--- src/rtl/router_pkg.sv ---
// Shared router constants: datapath widths, FIFO geometry and header field positions.
package router_pkg;

  localparam int unsigned DATA_W       = 8;
  localparam int unsigned FIFO_DEPTH   = 16;
  localparam int unsigned FIFO_ADDR_W  = 4;
  localparam int unsigned HDR_FLAG_BIT = DATA_W;

  localparam int unsigned LEN_MSB  = 7;
  localparam int unsigned LEN_LSB  = 2;
  localparam int unsigned ADDR_MSB = 1;
  localparam int unsigned ADDR_LSB = 0;

  localparam int unsigned CNT_W = 7;

  // Bytes still to read after a header: payload length plus the parity byte.
  function automatic logic [CNT_W-1:0] pkt_count(input logic [DATA_W-1:0] hdr);
    return CNT_W'(hdr[LEN_MSB:LEN_LSB]) + CNT_W'(1);
  endfunction

endpackage

--- src/rtl/router_fifo_mem.sv ---
// Dual-port register array: synchronous write, clear-all on reset, combinational read.
module router_fifo_mem
  import router_pkg::*;
#(
  parameter int unsigned WORD_W = DATA_W + 1,
  parameter int unsigned DEPTH  = FIFO_DEPTH,
  parameter int unsigned ADDR_W = FIFO_ADDR_W
) (
  input  logic              clock,
  input  logic              resetn,
  input  logic              wr_en_i,
  input  logic [ADDR_W-1:0] wr_addr_i,
  input  logic [WORD_W-1:0] wr_data_i,
  input  logic [ADDR_W-1:0] rd_addr_i,
  output logic [WORD_W-1:0] rd_data_o
);

  logic [WORD_W-1:0] mem_q [DEPTH];

  // Storage update: hard reset clears every entry, otherwise write on request.
  always_ff @(posedge clock) begin
    if (!resetn) begin
      for (int unsigned i = 0; i < DEPTH; i++) mem_q[i] <= '0;
    end else if (wr_en_i) begin
      mem_q[wr_addr_i] <= wr_data_i;
    end
  end

  assign rd_data_o = mem_q[rd_addr_i];

endmodule

--- src/rtl/router_out_fifo.sv ---
// Per-output-port packet FIFO: header-flagged storage, read-side packet byte counter,
// hard reset clears storage, soft_reset flushes pointers while keeping memory contents.
module router_out_fifo
  import router_pkg::*;
#(
  parameter int unsigned DATA_W = router_pkg::DATA_W,
  parameter int unsigned DEPTH  = FIFO_DEPTH,
  parameter int unsigned ADDR_W = FIFO_ADDR_W
) (
  input  logic              clock,
  input  logic              resetn,
  input  logic              soft_reset,
  input  logic              write_enb,
  input  logic              read_enb,
  input  logic              lfd_state,
  input  logic [DATA_W-1:0] data_in,
  output logic [DATA_W-1:0] data_out,
  output logic              full,
  output logic              empty
);

  logic [ADDR_W:0]    wr_ptr_q, wr_ptr_d;
  logic [ADDR_W:0]    rd_ptr_q, rd_ptr_d;
  logic [CNT_W-1:0]   cnt_q, cnt_d;
  logic [DATA_W-1:0]  dout_q, dout_d;
  logic [DATA_W:0]    rd_word;
  logic               do_write, do_read;

  assign empty = (wr_ptr_q == rd_ptr_q);
  assign full  = (wr_ptr_q[ADDR_W] != rd_ptr_q[ADDR_W]) &&
                 (wr_ptr_q[ADDR_W-1:0] == rd_ptr_q[ADDR_W-1:0]);

  // A flush discards any read or write presented in the same cycle.
  assign do_write = write_enb && !full  && !soft_reset;
  assign do_read  = read_enb  && !empty && !soft_reset;

  router_fifo_mem #(
    .WORD_W (DATA_W + 1),
    .DEPTH  (DEPTH),
    .ADDR_W (ADDR_W)
  ) u_mem (
    .clock     (clock),
    .resetn    (resetn),
    .wr_en_i   (do_write),
    .wr_addr_i (wr_ptr_q[ADDR_W-1:0]),
    .wr_data_i ({lfd_state, data_in}),
    .rd_addr_i (rd_ptr_q[ADDR_W-1:0]),
    .rd_data_o (rd_word)
  );

  // Next-state for pointers, packet counter and registered read data.
  always_comb begin
    wr_ptr_d = wr_ptr_q;
    rd_ptr_d = rd_ptr_q;
    cnt_d    = cnt_q;
    dout_d   = dout_q;
    if (soft_reset) begin
      wr_ptr_d = '0;
      rd_ptr_d = '0;
      cnt_d    = '0;
      dout_d   = '0;
    end else begin
      if (do_write) wr_ptr_d = wr_ptr_q + 1'b1;
      if (do_read) begin
        rd_ptr_d = rd_ptr_q + 1'b1;
        dout_d   = rd_word[DATA_W-1:0];
        if (rd_word[DATA_W])
          cnt_d = pkt_count(rd_word[7:0]);
        else if (cnt_q != '0)
          cnt_d = cnt_q - 1'b1;
      end else if (cnt_q == '0) begin
        dout_d = '0;
      end
    end
  end

  // State registers with hard reset.
  always_ff @(posedge clock) begin
    if (!resetn) begin
      wr_ptr_q <= '0;
      rd_ptr_q <= '0;
      cnt_q    <= '0;
      dout_q   <= '0;
    end else begin
      wr_ptr_q <= wr_ptr_d;
      rd_ptr_q <= rd_ptr_d;
      cnt_q    <= cnt_d;
      dout_q   <= dout_d;
    end
  end

  assign data_out = dout_q;

endmodule
--- config.mk ---
export PLATFORM = sky130hd
export DESIGN_NAME = router_out_fifo
export DESIGN_NICKNAME = d
export VERILOG_FILES = /design/src/rtl/router_pkg.sv /design/src/rtl/router_fifo_mem.sv /design/src/rtl/router_out_fifo.sv
export SDC_FILE = /design/constraint.sdc
export NUM_CORES = 1
export LEC_CHECK = 0
export CORE_MARGIN = 4
export CORE_UTILIZATION = 30
export DETAILED_ROUTE_END_ITERATION = 16
export GPL_TIMING_DRIVEN = 0
export PLACE_DENSITY_LB_ADDON = 0.25
export SYNTH_ARGS = -nofsm -noshare
export SYNTH_HDL_FRONTEND = slang
export SYNTH_SLANG_ARGS = --single-unit
--- constraint.sdc ---
create_clock -name clock -period 3.46 [get_ports clock]
set_input_delay 0.692 -clock clock [delete_from_list [all_inputs] [get_ports clock]]
set_output_delay 0.692 -clock clock [all_outputs]
set_load 0.03 [all_outputs]
==> metrics.csv <==
stage;metric;value;unit
status;status;completed;
route;WL/cell;21.4;um
critical_path;Worst EP arrival;3.25;ns
floorplan;Rows;60;
grt;grt total ovfl;0;
critical_path;CP Capture Type;flop;
floorplan;Initial Util;30.6;%
logic_synthesis;distinct cell type count after synthesis;51;
sta;TNS Setup;0;ns
logic_synthesis;synthesized cell area;0.00826;sq mm
logic_synthesis;Mean Syn Cell Area;14.3;sq um
sta;normalized max-slew margin;32.2;%
clock_tree;number of H-tree levels;4;
logic_synthesis;register area share after synthesis;59.4;%
logic_synthesis;most frequent cell after synthesis;and2_1;
sta;skew final;0.00793;ns
sta;pin slew with the least headroom to its limit;1.01;ns
hold_path;Worst Hold Class;flop to flop;
clock_tree;CTS tree;yes;
clock_tree;Clock Pin Slew Worst Setup and Hold Paths;0.06;ns
sta;Final min period;3.18;ns
power_and_ir_drop;Internal;3480;uW
critical_path;WS Path Type;input port to flop;
critical_path;reg2reg setup slack;0.42;ns
layout;n_diodes;0;
logic_synthesis;compound-gate portion of the synthesized area;4.72;%
critical_path;Setup crit end;u_mem.mem_q[2][3]$_SDFFCE_PN0P_;
power_and_ir_drop;Switching Fraction;23.0;%
route;# DRC;0;
logic_synthesis;Post-Synth Adder-Cell Area;1.06;%
placement;placed cell areas;0.00896;sq mm
floorplan;Ports;24;
clock_tree;maximum clock path buffer count;2;
grt;first-pass GRT wire length;31.8;mm
clock_tree;# clock sinks;173;
grt;largest net degree at the start of global routing;17;
hold_path;min-delay src;cnt_q[6]$_SDFFE_PP0P_;
layout;Final Util;35.3;%
logic_synthesis;mux contribution to synthesized area;11.8;%
clock_tree;Root Buffer;clkbuf_16;
power_and_ir_drop;cell leakage power;0.00335;uW
clock_tree;hold buffers post-CTS;0;
sta;Achievable Freq;0.314;GHz
sta;Final Hold Viols;0;
power_and_ir_drop;Clk pwr share;42.7;%
power_and_ir_drop;Tot Pwr;4510;uW
grt;all-layer global routing usage;14.1;%
floorplan;Die ar.;0.0303;sq mm
logic_synthesis;Post-synth ARST share;0;%
floorplan;Die Y;174;um
job;max_cap viols;0;
critical_path;worst reg2reg path depth;10;
sta;setup violators final;0;
critical_path;critical path's slowest cell;clkdlybuf4s50_1;
placement;Detailed Place HPWL;14.6;mm
grt;vias in the first global route;5057;
route;vias after detailed routing;4889;
layout;Layout Area Growth over Synthesis;15.6;%
critical_path;Crit path required time;3.52;ns
power_and_ir_drop;Reg power frac;51.6;%
layout;NumNets Final;644;
placement;dpl cells;945;
power_and_ir_drop;Sw Pwr;1040;uW
route;DR pass1 iterations;5;
logic_synthesis;Syn Inst Count;576;
clock_tree;cts bufs inserted;17;
route;vias per cell;5.01;
critical_path;critical path's largest stage delay;0.87;ns
sta;post-route clock period utilization;92.0;%
critical_path;Setup crit start;resetn;
logic_synthesis;post-synthesis simple-gate area fraction;18.6;%
logic_synthesis;main combinational cell family by area after synthesis;simple AND/OR/NAND/NOR gates;
clock_tree;Clock Latency Late Sink;0.43;ns
sta;final slew viol count;0;
logic_synthesis;Commonest cells post-synth;148 x and2_1, 144 x edfxtp_1, 29 x dfxtp_1;
logic_synthesis;post-synthesis xor/xnor area fraction;1.91;%
floorplan;core area;0.0270;sq mm
critical_path;Max FO, Critical Path;10;
route;drt initial violations;369;
critical_path;Setup crit start kind;input port;
route;drt total wl;20.9;mm
sta;RSZ-0062 raised after global routing;no;
power_and_ir_drop;Comb power frac;5.7;%
placement;Port Buf Inserts;23;
grt;antenna violations before repair;0;
critical_path;cell breakdown of the critical path;clkdlybuf4s50_1 > nor2b_4 > nand3_4 > nor3_4 > nand2b_1;
logic_synthesis;ys flop type;edfxtp_1;
layout;layout cells sized above 1;15.6;%
power_and_ir_drop;Cell Pwr Density;473;mW/mm^2
logic_synthesis;post-synth top area share;52.3;%
logic_synthesis;post-synth top area cell;edfxtp_1;
route;post-route ant nets;0;
logic_synthesis;synth warn;0;
logic_synthesis;top post-synthesis cells by area;edfxtp_1 52%, and2_1 11%, dfxtp_1 7.0%;
layout;fin cells;976;
placement;RD Place Congestion;0.858;
logic_synthesis;Net Count, Synth;597;
logic_synthesis;Synth Register Bits;173;
power_and_ir_drop;peak supply drop;0.321;mV
floorplan;Die X;174;um
critical_path;R2R Path End;cnt_q[2]$_SDFFE_PP0P_;
layout;Post-Layout Inst Area;0.00955;sq mm
logic_synthesis;Post-synth EDFFs;144;
## worst min-delay path by stage
stage	end	slack (ns)	depth (start not counted)
after floorplan	cnt_q[6]$_SDFFE_PP0P_	0.43	2
after global placement	cnt_q[6]$_SDFFE_PP0P_	0.45	2
after detailed placement	cnt_q[6]$_SDFFE_PP0P_	0.46	2
after CTS	cnt_q[6]$_SDFFE_PP0P_	0.47	2
after global routing	data_out[6]$_SDFFE_PP0P_	0.49	2
final	cnt_q[6]$_SDFFE_PP0P_	0.46	2
## placed cells by master, fill, tap and decap left out, drive strengths merged, types with 2 or more instances in the layout
master         count
nor3               5
inv               11
dfxtp             29
mux2i              2
clkbuf            31
buf               20
nand2             19
clkinv             2
bufinv             2
a22oi             12
o21ai             18
clkinvlp           5
xor2              15
a21oi             11
edfxtp           144
clkdlybuf4s50     23
nand2b             9
o22ai              2
a211o              2
a221oi             3
and2             148
nand4              4
ha                 7
nor2              35
mux4              39
nor2b              2
or3                3
nand3             18
xnor2              3
## power by group through the flow
stage          sequential (uW)  clock [uW]  combinational (uW)
2_1_floorplan             2370           0                 149
6_report                  2330        1930                 259
4_1_cts                   2330        1960                 261
5_1_grt                   2330        2050                 278
3_3_place_gp              2370           0                 252
3_5_place_dp              2380           0                 260
## sequential cells by signal (all words and copies together) (netlist names), named ones only
signal / flops
u_mem.mem_q: 144
rd_ptr_q: 5
data_out: 8
wr_ptr_q: 5
cnt_q: 7
## timing repair
action	in CTS	in global routing
resized for setup	2	1
setup buffers	0	0
setup endpoints to repair	78	9
## through the flow
step	worst slack, ns	hold slack [ns]
2_1_floorplan	0.821	0.427
3_3_place_gp	-0.894	0.453
3_5_place_dp	-0.792	0.456
4_1_cts	0.117	0.466
5_1_grt	0.199	0.493
6_report	0.275	0.464
## cells by family (layout without fill, tap and decap cells)
family,count (synthesis),count (layout)
DFF,173,173
AOI/OAI and AO/OA,55,55
muxes,41,41
xor gates and xnor gates,18,18
and+or+nand+nor,247,247
adders and majority gates,7,7
buffers and inverters,35,94
## final cells by class
type,instances,area (sq um)
fill,2637,17500
sequential,173,4900
multi-input combinational,368,3150
tap,341,427
clock buffer,17,425
timing repair buffer,28,268
buffer,29,193
clock inverter,14,159
inverter,6,22.5
## critical path, delay by kind of cell
family	cells	cell delay (ns)
buffers and inverters	1	0.87
AND/OR/NAND/NOR	4	1.68
## per-layer routing
metal / GRT usage, % / vias up / part of all wire [%] / wire length [um]
met4: 4.12 / 0 / 1.8 / 385
met5: 0 / - / 0 / 0
li1: - / 2236 / - / -
met1: 19.6 / 2513 / 47 / 9740
met3: 2.74 / 20 / 4.0 / 837
met2: 22.6 / 120 / 47 / 9890
(Power assumes the default switching activity.)
